==> src/rtl/mil_tx_sequencer_if.sv <==
// ---------------------------------------------------------------------------
// mil_tx_sequencer_if
// Groups the message-request handshake, the word-mux connection and the
// Manchester line outputs of the MIL-STD-1553 style transmit sequencer.
//   start      single-cycle message request
//   wcnt[1:0]  words in message minus one
//   first_cmd  sync type of word 0 (1 = command/status, 0 = data)
//   adr[1:0]   word select to the upstream 4:1 word mux
//   din[15:0]  word returned by the mux (combinational in adr)
//   txp/txn    Manchester line pair to the transceiver
//   busy       message in progress
//   done       one-cycle end-of-message pulse
// master: the requesting side that also owns the word mux.
// slave : the sequencer.
// ---------------------------------------------------------------------------
interface mil_tx_sequencer_if;
    logic        start;
    logic [1:0]  wcnt;
    logic        first_cmd;
    logic [1:0]  adr;
    logic [15:0] din;
    logic        txp;
    logic        txn;
    logic        busy;
    logic        done;

    modport master (
        output start, wcnt, first_cmd, din,
        input  adr, txp, txn, busy, done
    );

    modport slave (
        input  start, wcnt, first_cmd, din,
        output adr, txp, txn, busy, done
    );
endinterface

==> src/rtl/mil_tx_sequencer.sv <==
// ---------------------------------------------------------------------------
// mil_tx_sequencer
// Serialises a 1..4 word message as Manchester II words: 3-bit-time sync,
// 16 data bits MSB first, odd parity. Each word is 40 half-bits long and
// consecutive words are sent back to back.
// Ports:
//   clk   system clock, rising edge
//   rst   synchronous active-high reset
//   bus   mil_tx_sequencer_if.slave (request, word mux, line outputs)
// Parameter:
//   HALF_BIT  clocks per Manchester half-bit (2..255)
// ---------------------------------------------------------------------------
module mil_tx_sequencer #(
    parameter int HALF_BIT = 8
) (
    input  logic                  clk,
    input  logic                  rst,
    mil_tx_sequencer_if.slave     bus
);

    typedef enum logic [1:0] {S_IDLE, S_SYNC, S_DATA, S_PAR} state_t;

    localparam logic [7:0] HB_LAST = 8'(HALF_BIT - 1);

    state_t      r_state,    w_state_next;
    logic [7:0]  r_hcnt,     w_hcnt_next;      // clock within half-bit
    logic [2:0]  r_half,     w_half_next;      // half-bit within SYNC (0..5) or bit (0..1)
    logic [3:0]  r_bit,      w_bit_next;       // data bit index, 15 down to 0
    logic [1:0]  r_word,     w_word_next;
    logic [1:0]  r_wcnt,     w_wcnt_next;
    logic        r_cmd_sync, w_cmd_sync_next;  // sync type of the word in flight
    logic [16:0] r_shift,    w_shift_next;     // bit 16 is always the bit on the line
    logic [1:0]  r_adr,      w_adr_next;
    logic        r_txp,      w_txp_next;
    logic        r_txn,      w_txn_next;
    logic        r_busy,     w_busy_next;
    logic        r_done,     w_done_next;

    logic        w_half_end;
    logic [16:0] w_load_word;

    assign w_half_end  = (r_hcnt == HB_LAST);
    // Parity bit appended below the data so that, after 16 left shifts,
    // it lands in bit 16 ready for the PAR bit time.
    assign w_load_word = {bus.din, ~^bus.din};

    // State register
    always_ff @(posedge clk) begin
        if (rst) begin
            r_state    <= S_IDLE;
            r_hcnt     <= '0;
            r_half     <= '0;
            r_bit      <= '0;
            r_word     <= '0;
            r_wcnt     <= '0;
            r_cmd_sync <= 1'b0;
            r_shift    <= '0;
            r_adr      <= '0;
            r_txp      <= 1'b0;
            r_txn      <= 1'b0;
            r_busy     <= 1'b0;
            r_done     <= 1'b0;
        end else begin
            r_state    <= w_state_next;
            r_hcnt     <= w_hcnt_next;
            r_half     <= w_half_next;
            r_bit      <= w_bit_next;
            r_word     <= w_word_next;
            r_wcnt     <= w_wcnt_next;
            r_cmd_sync <= w_cmd_sync_next;
            r_shift    <= w_shift_next;
            r_adr      <= w_adr_next;
            r_txp      <= w_txp_next;
            r_txn      <= w_txn_next;
            r_busy     <= w_busy_next;
            r_done     <= w_done_next;
        end
    end

    // Next-state logic
    always_comb begin
        w_state_next    = r_state;
        w_hcnt_next     = r_hcnt;
        w_half_next     = r_half;
        w_bit_next      = r_bit;
        w_word_next     = r_word;
        w_wcnt_next     = r_wcnt;
        w_cmd_sync_next = r_cmd_sync;
        w_shift_next    = r_shift;
        w_adr_next      = r_adr;

        if (r_state == S_IDLE) begin
            if (bus.start) begin
                w_state_next    = S_SYNC;
                w_hcnt_next     = '0;
                w_half_next     = '0;
                w_bit_next      = 4'd15;
                w_word_next     = '0;
                w_wcnt_next     = bus.wcnt;
                w_cmd_sync_next = bus.first_cmd;
                w_shift_next    = w_load_word;
                w_adr_next      = 2'd1;
            end
        end else if (!w_half_end) begin
            w_hcnt_next = r_hcnt + 8'd1;
        end else begin
            w_hcnt_next = '0;
            case (r_state)
                S_SYNC: begin
                    if (r_half == 3'd5) begin
                        w_state_next = S_DATA;
                        w_half_next  = '0;
                        w_bit_next   = 4'd15;
                    end else begin
                        w_half_next = r_half + 3'd1;
                    end
                end
                S_DATA: begin
                    if (r_half == 3'd0) begin
                        w_half_next = 3'd1;
                    end else begin
                        w_half_next  = '0;
                        w_shift_next = {r_shift[15:0], 1'b0};
                        if (r_bit == 4'd0) begin
                            w_state_next = S_PAR;
                        end else begin
                            w_bit_next = r_bit - 4'd1;
                        end
                    end
                end
                S_PAR: begin
                    if (r_half == 3'd0) begin
                        w_half_next = 3'd1;
                    end else if (r_word == r_wcnt) begin
                        w_state_next = S_IDLE;
                        w_half_next  = '0;
                        w_adr_next   = '0;
                    end else begin
                        // Next word starts on the very next clock; its mux
                        // word has been selected since this word began.
                        w_state_next    = S_SYNC;
                        w_half_next     = '0;
                        w_word_next     = r_word + 2'd1;
                        w_cmd_sync_next = 1'b0;
                        w_shift_next    = w_load_word;
                        w_adr_next      = r_adr + 2'd1;
                    end
                end
                default: w_state_next = S_IDLE;
            endcase
        end
    end

    // Output logic: evaluated on the next-state values so that the line
    // outputs are registered yet aligned with the half-bit being entered.
    always_comb begin
        w_busy_next = (w_state_next != S_IDLE);
        w_done_next = (r_state == S_PAR) && (w_state_next == S_IDLE);
        case (w_state_next)
            S_IDLE:  w_txp_next = 1'b0;
            S_SYNC:  w_txp_next = w_cmd_sync_next ? (w_half_next < 3'd3)
                                                  : (w_half_next >= 3'd3);
            // Bit value in the first half, its complement in the second.
            default: w_txp_next = w_shift_next[16] ^ w_half_next[0];
        endcase
        w_txn_next = w_busy_next & ~w_txp_next;
    end

    assign bus.adr  = r_adr;
    assign bus.txp  = r_txp;
    assign bus.txn  = r_txn;
    assign bus.busy = r_busy;
    assign bus.done = r_done;

endmodule

==> src/flat_wrapper.sv <==
// flat-port wrapper written by rule: the top's interface ports become plain ports
module mil_tx_sequencer_flat 
#(
    parameter int HALF_BIT = 8
)
  (clk, rst, bus_start, bus_wcnt, bus_first_cmd, bus_din, bus_adr, bus_txp, bus_txn, bus_busy, bus_done);
  mil_tx_sequencer_if bus_i ();
  input  logic clk;
  input  logic rst;
  input wire logic [$bits(bus_i.start)-1:0] bus_start;
  input wire logic [$bits(bus_i.wcnt)-1:0] bus_wcnt;
  input wire logic [$bits(bus_i.first_cmd)-1:0] bus_first_cmd;
  input wire logic [$bits(bus_i.din)-1:0] bus_din;
  output wire logic [$bits(bus_i.adr)-1:0] bus_adr;
  output wire logic [$bits(bus_i.txp)-1:0] bus_txp;
  output wire logic [$bits(bus_i.txn)-1:0] bus_txn;
  output wire logic [$bits(bus_i.busy)-1:0] bus_busy;
  output wire logic [$bits(bus_i.done)-1:0] bus_done;
  assign bus_i.start = bus_start;
  assign bus_i.wcnt = bus_wcnt;
  assign bus_i.first_cmd = bus_first_cmd;
  assign bus_i.din = bus_din;
  assign bus_adr = bus_i.adr;
  assign bus_txp = bus_i.txp;
  assign bus_txn = bus_i.txn;
  assign bus_busy = bus_i.busy;
  assign bus_done = bus_i.done;
  mil_tx_sequencer #(.HALF_BIT(HALF_BIT)) u_core (.clk(clk), .rst(rst), .bus(bus_i));
endmodule
==> config.mk <==
export PLATFORM = sky130hd
export DESIGN_NAME = mil_tx_sequencer_flat
export DESIGN_NICKNAME = d
export VERILOG_FILES = /design/src/rtl/mil_tx_sequencer_if.sv /design/src/rtl/mil_tx_sequencer.sv /design/src/flat_wrapper.sv
export SDC_FILE = /design/constraint.sdc
export NUM_CORES = 1
export LEC_CHECK = 0
export BUFFER_PORTS_ARGS = -buffer_cell sky130_fd_sc_hd__buf_4
export CAP_MARGIN = 20
export CORE_ASPECT_RATIO = 1.5
export CORE_MARGIN = 2
export CORE_UTILIZATION = 51
export DETAILED_ROUTE_END_ITERATION = 12
export GPL_TIMING_DRIVEN = 0
export PLACE_DENSITY = 0.71
export SETUP_SLACK_MARGIN = 0.2
export SLEW_MARGIN = 30
export SYNTH_ARGS = -nofsm -noshare
export SYNTH_HDL_FRONTEND = slang
export SYNTH_SLANG_ARGS = --single-unit
==> constraint.sdc <==
create_clock -name clk -period 3 [get_ports clk]
set_input_delay 0.15 -clock clk [delete_from_list [all_inputs] [get_ports clk]]
set_output_delay 0.15 -clock clk [all_outputs]
set_load 0.02 [all_outputs]
==> flow_metrics.tcl, run 1 <==
set metrics [dict create \
    netlist_area_um2 2481 \
    grt_use_met3 0.04197 \
    synth_top_cells_by_area "dfxtp_1 36%, nor2_1 6.5%, xnor2_1 5.3%" \
    initial_core_util 0.5201 \
    worst_clock_skew_ns 0.003221 \
    drtIter0Drc 92 \
    antenna_cells 0 \
    crit_path_start "u_core.r_state[1]" \
    met2_usage 0.4037 \
    drv_slew 0 \
    fp.dieH_um 89.43 \
    crit_fanout 10 \
    ys_warn_count 0 \
    slowest_stage "dfxtp_1" \
    run_status "finished clean" \
    routabilityCongestion 0.9074 \
    routed_wirelength_um 5794 \
    syn_to_final_growth_pct 15.68 \
    antenna_found_initial 0 \
    grtUsageMet1 0.2823 \
    synth_most_common_cell "dfxtp_1" \
    worst-path-buf-inv 6 \
    die_w_um 60.95 \
    cts_tree "built" \
    hold_violations 0 \
    pre_cts_ws_ns 0.3397 \
    maxCapViolations 0 \
    drive_gt1_frac 0.1532 \
    critPathMostFrequentCell "inv_1" \
    setup_tns_ns 0 \
    hold_path.class "in -> reg" \
    synth_nets 327 \
    dr.pass1.iters 4 \
    power_density_nw_per_um2 448.6 \
    dp_hpwl_um 4284 \
    fin_util 0.6016 \
    vias 2261 \
    min-delay-start "bus_wcnt[1]" \
    yosys.area.top_type "dfxtp_1" \
    grt-ovfl-total 0 \
    remaining_drc_errors 0 \
    place_inst 390 \
    finalSetupViolCount 0 \
    startpoint_type "flop" \
    htreeDepth 2 \
    synth_commonest_cells "45 x dfxtp_1, 43 x nor2_1, 22 x nand2_1" \
    cts_hold_buf 0 \
    p_leak_nw 1.083 \
    max_freq_mhz 383.6 \
    rsz0062_at_grt "no" \
    post-route-min-period_ns 2.607 \
    critPathKind "reg -> reg" \
    clockRootBuffer "clkbuf_8" \
    routed_via_density 5.667 \
    path_cells "inv_1 > ha_1 > clkbuf_1 > inv_1 > and3_1 > buf_2 > o21ai_1 > a221oi_2 > buf_4 > clkbuf_4 > nor2_1 > a211oi_1" \
    grt_pass1_wl_um 9715 \
    dieArea_um2 5450 \
    grt_pass1_vias 2107 \
    synthCells 298 \
    port_buffers 26 \
    synth-main-ff-cell "dfxtp_1" \
    clk_pin_slew_ns 0.09 \
    ys_ff_latch 45 \
    ant_nets 0 \
    synth.distinct_cells 46 \
    ys_seq_area_frac 0.3631 \
    fin_ws_ns 0.3930 \
    synth_top_area_share 0.3631 \
    coreArea_um2 4771 \
    ff_latch_area_um2 900.9 \
    async_flop_share 0 \
    grtUsageTotal 0.2392 \
    relSlewSlack 0.6037 \
    cts.path.max_buffers 2 \
    tightest_slew_ns 0.5923 \
    clock_sinks 45 \
    critical_path.endpoint_type "flop" \
    p_total_mw 1.288 \
    critPathMaxStageDelay_ns 0.48 \
    crit_required_ns 3.21 \
    multi_input_area_um2 1486 \
    fill_cells 450 \
    ir_drop_uv 352.6 \
    clk_latency_ns 0.30 \
    num_rows 31 \
    arrival_ns 2.82 \
    busiest_layer "met2" \
    ios 28 \
    finalNetCount 361 \
    grt_max_degree 14 \
    fin_crit_sh 0.8690 \
    wl_per_cell_um 14.52 \
    synth_edf_count 0 \
    instances_no_fill 399 \
    critPathTopFamily "buffers and inverters" \
    cts_buffers 5 \
    reg2reg_from "u_core.r_state[1]" \
    syn_area_per_cell_um2 8.326 \
]
[area by class of cell]
| class | count | area share |
|---|---|---|
| sequential | 45 | 0.3139 |
| multi-input combinational | 226 | 0.5179 |
| tap | 66 | 0.02877 |
| timing repair buffer | 27 | 0.07062 |
| inverter | 10 | 0.01308 |
| buffer | 17 | 0.02659 |
| clock buffer | 7 | 0.02659 |
| clock inverter | 1 | 0.002616 |
[flip-flops by register name (all words and copies together), names as in the netlist]
signal,count
u_core.bus.txp,1
u_core.r_state,2
u_core.bus.adr,2
u_core.r_word,2
u_core.bus.busy,1
u_core.r_hcnt,8
u_core.r_wcnt,2
u_core.r_bit,4
u_core.bus.done,1
u_core.r_half,3
u_core.r_shift,17
u_core.bus.txn,1
u_core.r_cmd_sync,1
[path summary, 6_finish.rpt]
kind	slack [ns]	cells after the start	end
max	0.39	12	u_core.r_shift[1]
min	0.09	3	u_core.r_wcnt[1]
max reg2reg	0.39	12	u_core.r_shift[1]
min reg2reg	0.47	2	u_core.r_wcnt[0]
[layer usage]
metal | vias up | wire length (um)
li1 | 1145 | -
met1 | 1051 | 2432
met2 | 52 | 2984
met3 | 13 | 227
met4 | 0 | 149
met5 | - | 0
[tightest hold or removal path, cell delays in order]
cell,delay [ns]
buf_4,0.11
nand2_1,0.05
a21oi_1,0.05
[placed cells by master, fill, tap and decap left out, types with 4 or more instances in the layout]
master | netlist | layout
a22oi_1 | 17 | 17
xnor2_1 | 15 | 15
buf_4 | 0 | 27
o21ai_1 | 6 | 6
a311oi_1 | 7 | 6
xor2_1 | 4 | 4
nor2b_1 | 4 | 4
inv_1 | 9 | 9
a21oi_1 | 19 | 19
nand2_1 | 22 | 22
nor2_1 | 43 | 43
a211oi_1 | 17 | 17
o21ai_0 | 7 | 7
nor3_1 | 6 | 6
clkbuf_1 | 11 | 12
dfxtp_1 | 45 | 45
ha_1 | 7 | 7
mux2i_1 | 7 | 7
and3_1 | 6 | 6
clkbuf_8 | 0 | 5
[cells by family after synthesis]
| logic type | share of synthesized area |
|---|---|
| multiplexers | 0.02824 |
| XOR/XNOR | 0.06707 |
| buffers and inverters | 0.04336 |
| AND/OR/NAND/NOR | 0.2098 |
| AO/OA/AOI/OAI | 0.2532 |
| flip-flops | 0.3631 |
| adder cells (fa/ha/maj) | 0.03530 |
[power breakdown]
group	total, mW	switching (mW)	internal, mW
Clock	0.380	0.215	0.165
Sequential	0.653	0.0219	0.631
Combinational	0.254	0.140	0.114
Total	1.29	0.377	0.911
[stage by stage]
| stage | hold WS, ns | instance area, um2 |
|---|---|---|
| 4_1_cts | 0.08410 | 2843 |
| 2_1_floorplan | 0.2860 | 2481 |
| 3_3_place_gp | 0.3976 | 2759 |
| 6_report | 0.08998 | 2870 |
| 3_5_place_dp | 0.4071 | 2759 |
| 5_1_grt | 0.1151 | 2870 |
[what timing repair did]
item / 4_1_cts / 5_1_grt
setup buffers: 0 / 1
endpoints found under the setup margin: 0 / 18
gates resized for setup: 0 / 6
Power figures use the tool's default switching activity.
==> inputs of run 2 (changes only) <==
Settings changed: PLACE_DENSITY 0.71 to not set, PLACE_DENSITY_LB_ADDON set to 0.25, RECOVER_POWER set to 50.
==> run 2 against run 1 <==
Net effect:
- clock skew increased by 0.0024 ns
- total power rose by 5.6%
- fmax increased by 0.70%
- first-iteration DRC count up 20%
- setup slack better by 0.018 ns
- sequential power barely moved
- sequential share of layout area increased by 0.36 points
- wire length hardly changed
- critical path type unchanged
==> flow_metrics.tcl, run 2 (same netlist as run 1, synthesis figures left out) <==
set metrics [dict create \
    run_status "finished clean" \
    pwr-share-clk 0.339 \
    routed_via_density 5.784 \
    p_leak_nw 1.053 \
    fin_crit_sh 0.8630 \
    wl_per_cell_um 14.51 \
    clk_pin_slew_ns 0.09 \
    critical_path.endpoint_type "flop" \
    coreArea_um2 4771 \
    fin_util 0.5948 \
    dpl-instance-area_um2 2759 \
    grt_pass1_wl_um 9763 \
    grt_pass1_vias 2130 \
    worst-path-buf-inv 1 \
    slowest_stage "o41ai_2" \
    hold_violations 0 \
    critPathTopFamily "compound AO/OA/AOI/OAI gates" \
    most-common-layout-cells "45 x dfxtp_1, 43 x nor2_1, 22 x nand2_1, 21 x buf_4, 19 x a21oi_1" \
    fp.dieH_um 89.43 \
    clock_sinks 45 \
    final_common_cell "dfxtp_1" \
    drv_slew 0 \
    relSlewSlack 0.4430 \
    pre_cts_ws_ns 0.3198 \
    maxCapViolations 0 \
    hold_path.class "in -> reg" \
    drtIter0Drc 110 \
    place_inst 390 \
    tightest_slew_ns 0.8264 \
    clockRootBuffer "clkbuf_8" \
    grt_max_degree 15 \
    reg2reg_from "u_core.r_hcnt[0]" \
    dr.pass1.iters 5 \
    p_comb_frac 0.180 \
    arrival_ns 2.80 \
    largestRegisters "u_core.r_shift (17), u_core.r_hcnt (8), u_core.r_bit (4)" \
    routabilityCongestion 0.8675 \
    dp_hpwl_um 4255 \
    post-route-min-period_ns 2.589 \
    instances_no_fill 399 \
    worst_clock_skew_ns 0.005619 \
    antenna_found_initial 0 \
    clk_latency_ns 0.30 \
    max_freq_mhz 386.3 \
    routed_wirelength_um 5790 \
    die_w_um 60.95 \
    drive_gt1_frac 0.1291 \
    critPathKind "reg -> reg" \
    vias 2308 \
    cts.path.max_buffers 2 \
    ios 28 \
    cts_buffers 5 \
    hold_ws_ns 0.09587 \
    switchingPower_mw 0.3713 \
    initial_core_util 0.5201 \
    antenna_cells 0 \
    cts_tree "built" \
    p_total_mw 1.360 \
    dieArea_um2 5450 \
    num_rows 31 \
    path_cells "ha_1 > and3b_1 > nand2_1 > o41ai_2 > buf_2 > a22oi_1 > a211oi_1" \
    p_sw_frac 0.2730 \
    ant_nets 0 \
    crit_required_ns 3.21 \
    critPathMaxStageDelay_ns 0.81 \
    final_cell_area_um2 2838 \
    power_frac_seq 0.480 \
    crit_path_start "u_core.r_hcnt[0]" \
    port_buffers 26 \
    crit_fanout 10 \
    fill_cells 460 \
    power_density_nw_per_um2 479.3 \
    htreeDepth 2 \
    min-delay-start "bus_wcnt[1]" \
    fin_ws_ns 0.4111 \
    finalSetupViolCount 0 \
    ir_drop_uv 359.7 \
    setup_tns_ns 0 \
    remaining_drc_errors 0 \
    syn_to_final_growth_pct 14.37 \
    top_register "u_core.r_shift" \
    rsz0062_at_grt "yes" \
    grt-ovfl-total 0 \
    largest_reg_flops 17 \
    intPower_mw 0.9888 \
    startpoint_type "flop" \
    grtUsageTotal 0.2344 \
    finalNetCount 361 \
]
[run 2: power groups by stage]
stage | logic, mW | clock network (mW) | registers [mW]
final | 0.245 | 0.461 | 0.653
after global routing | 0.276 | 0.494 | 0.657
after CTS | 0.251 | 0.474 | 0.653
after detailed placement | 0.250 | 0 | 0.667
after global placement | 0.246 | 0 | 0.666
after floorplan | 0.172 | 0 | 0.667
[run 2: tightest hold or removal path, cell delays in order]
cell	delay (ns)
buf_4	0.11
nand2_1	0.05
a21oi_1	0.05
[run 2: repair_timing]
action                     in CTS  in global routing
gates resized for setup         0                  4
setup endpoints to repair       0                 16
hold endpoints to repair        0                  0
buffers inserted                0                  1
hold buffers                    0                  0
[run 2: final timing paths]
| kind | to | slack (ns) | cells past startpoint |
|---|---|---|---|
| worst max register to register | u_core.r_shift[12] | 0.41 | 7 |
| worst max-delay path | u_core.r_shift[12] | 0.41 | 7 |
| worst min register to register | u_core.r_wcnt[1] | 0.48 | 2 |
| worst min-delay path | u_core.r_wcnt[1] | 0.1 | 3 |
[run 2: area by class of cell]
cell class	instances	area, um2	area share
multi-input combinational	226	1451	0.5115
sequential	45	900.9	0.3175
timing repair buffer	27	180.2	0.06349
tap	66	82.58	0.02910
buffer	17	73.82	0.02601
clock buffer	6	72.57	0.02557
clock inverter	2	38.79	0.01367
inverter	10	37.54	0.01323
[run 2: layer usage]
metal	GRT usage	share of wire	up-vias
met4	0.07510	0.015	0
li1	-	-	1147
met1	0.2944	0.43	1109
met2	0.4027	0.53	42
met3	0.03763	0.027	10
met5	0	0	-
==> inputs of run 3 (changes only) <==
Settings changed: ABC_AREA set to 1.
==> run 3 against run 2 <==
Net effect:
- synthesized cell count up 31%
- total power down 2.7%
- clock-buffer cell count up 1
- wire length up 17%
- critical path type unchanged
- largest cell class unchanged
- largest power group unchanged
==> flow_metrics.tcl, run 3 <==
set metrics [dict create \
    fp.dieH_um 96.16 \
    syn_area_per_cell_um2 7.386 \
    post-route-min-period_ns 2.515 \
    wl_per_cell_um 13.71 \
    grtUsageTotal 0.2315 \
    critPathMaxStageDelay_ns 0.45 \
    ys_ff_latch 45 \
    synth_top_cells_by_area "dfxtp_1 31%, nand3_1 7.1%, nand2_1 6.8%" \
    critPathKind "reg -> reg" \
    netlist_area_um2 2888 \
    path_depth 12 \
    max_freq_mhz 397.6 \
    slowest_stage "dfxtp_1" \
    synth-main-ff-cell "dfxtp_1" \
    vias 2715 \
    final_cell_area_um2 3218 \
    ir_drop_uv 260.8 \
    worst_clock_skew_ns 0.002617 \
    reg2reg_from "u_core.r_state[1]" \
    finalSetupViolCount 0 \
    rr_worst_depth 12 \
    die_w_um 65.44 \
    maxCapViolations 0 \
    synth.distinct_cells 46 \
    crit_fanout 10 \
    ant_nets 0 \
    grtUsageMet1 0.2354 \
    crit_required_ns 3.19 \
    synth_edf_count 0 \
    dieArea_um2 6293 \
    rsz0062_at_grt "no" \
    clock_sinks 45 \
    busiest_layer "met2" \
    synth_most_common_cell "nand2_1" \
    critPathMostFrequentCell "nand2_1" \
    dr.pass1.iters 5 \
    post_cts_buffers 0 \
    finalNetCount 454 \
    multi_input_area_um2 1638 \
    met2_usage 0.4626 \
    drv_slew 0 \
    hold_path.class "in -> reg" \
    fill_cells 566 \
    antenna_found_initial 0 \
    grt_pass1_vias 2608 \
    fin_ws_ns 0.4849 \
    ys_warn_count 0 \
    p_leak_nw 1.354 \
    synth_commonest_cells "52 x nand2_1, 51 x inv_1, 45 x dfxtp_1" \
    synth_top_area_share 0.3120 \
    routabilityCongestion 0.9195 \
    p_total_mw 1.324 \
    power_density_nw_per_um2 411.4 \
    dpl-instance-area_um2 3178 \
    drive_gt1_frac 0.1671 \
    grt_pass1_wl_um 11450 \
    synth_nets 420 \
    worst-path-buf-inv 4 \
    port_buffers 27 \
    relSlewSlack 0.6334 \
    most-common-layout-cells "53 x nand2_1, 51 x inv_1, 45 x dfxtp_1, 41 x nand3_1, 38 x nor2_1" \
    worstHoldPathCells 2 \
    setup_tns_ns 0 \
    run_status "finished clean" \
    cts_tree "built" \
    fin_crit_sh 0.8384 \
    routed_via_density 5.485 \
    routed_wirelength_um 6785 \
    timing.rr.end "u_core.bus.txn" \
    startpoint_type "flop" \
    ff_latch_area_um2 900.9 \
    cts_resized 0 \
    path_cells "inv_1 > ha_1 > buf_4 > nand2_4 > clkbuf_1 > inv_2 > a22oi_1 > nand2_1 > nand2_1 > nand3_1 > nand2_1 > nor2_2" \
    ys_seq_area_frac 0.3120 \
    critPathTopFamily "buffers and inverters" \
    grt-ovfl-total 0 \
    syn_to_final_growth_pct 11.44 \
    antenna_cells 0 \
    yosys.area.top_type "dfxtp_1" \
    grt_max_degree 13 \
    clockRootBuffer "clkbuf_8" \
    async_flop_share 0 \
    synthCells 391 \
    remaining_drc_errors 0 \
    num_rows 33 \
    rrSetupSlack_ns 0.48 \
    largest_reg_flops 17 \
    top_register "u_core.r_shift" \
    cts_buffers 5 \
    hold_violations 0 \
    clk_pin_slew_ns 0.08 \
    ios 28 \
    critical_path.endpoint_type "flop" \
    min-delay-start "rst" \
    cts.path.max_buffers 2 \
    arrival_ns 2.71 \
    htreeDepth 2 \
    largestRegisters "u_core.r_shift (17), u_core.r_hcnt (8), u_core.r_bit (4)" \
    coreArea_um2 5450 \
    cts_hold_buf 0 \
    min_to "u_core.r_bit[3]" \
    initial_core_util 0.5298 \
    pre_cts_ws_ns 0.7904 \
    clk_latency_ns 0.30 \
    dp_hpwl_um 5185 \
    final_common_cell "nand2_1" \
    grt_use_met3 0.03041 \
    drtIter0Drc 139 \
    tightest_slew_ns 0.5500 \
]
[run 3: changes by cell type in the layout (fill, tap and decap cells not counted), sizes merged, moves of 7 or more]
cell and delta:
nand3 +45, a221oi +14, inv +45, nand2 +38, o21ai +27, a22oi -16, mux2i -7, a311oi -7
a211oi -10
[run 3: worst reg2reg max path: stages, from the launching register on]
cell and delay [ns]:
dfxtp_1 0.45, inv_1 0.12, ha_1 0.21, buf_4 0.18, nand2_4 0.11, clkbuf_1 0.43, inv_2 0.20, a22oi_1 0.33
nand2_1 0.12, nand2_1 0.07, nand3_1 0.09, nand2_1 0.09, nor2_2 0.03
[run 3: area by class of cell]
cell class,instances,share of cell area
flip-flops and latches,45,0.2799
repair buffers,27,0.05599
clock buffers,7,0.02683
well taps,70,0.02722
multi-input cells,272,0.5089
plain buffers,16,0.03305
inverters,58,0.06804
[run 3: power by group]
group          switching (mW)  internal, mW
clock network           0.198         0.183
registers              0.0208         0.636
logic                   0.171         0.115
[run 3: logic make-up after synthesis]
logic type	count (synthesis)	share of synthesized area
flops	45	0.3120
xor+xnor	16	0.04853
buf+inv	74	0.1161
simple gates	161	0.2860
compound gates	88	0.2071
fa+ha+maj	7	0.03033
[run 3: how the worst max path moves through the flow]
stage	start	end
final	u_core.r_state[1]	u_core.bus.txn
after global routing	u_core.r_state[1]	u_core.bus.txn
after CTS	u_core.r_state[1]	u_core.r_word[1]
after detailed placement	u_core.r_state[0]	u_core.bus.txn
after global placement	u_core.r_state[0]	u_core.bus.txn
after floorplan	u_core.r_state[0]	u_core.bus.txn
[run 3: through the flow]
stage	hold slack, ns	utilization	instances
5_1_grt	0.06007	0.5905	495
6_report	0.06375	0.5905	495
4_1_cts	0.05682	0.5989	495
3_3_place_gp	0.3706	0.5831	488
3_5_place_dp	0.3725	0.5831	488
2_1_floorplan	0.2271	-	391
[run 3: layer usage]
layer	wire, um	up-vias
li1	-	1383
met1	2719	1264
met2	3810	60
met3	176	8
met4	79	0
met5	0	-
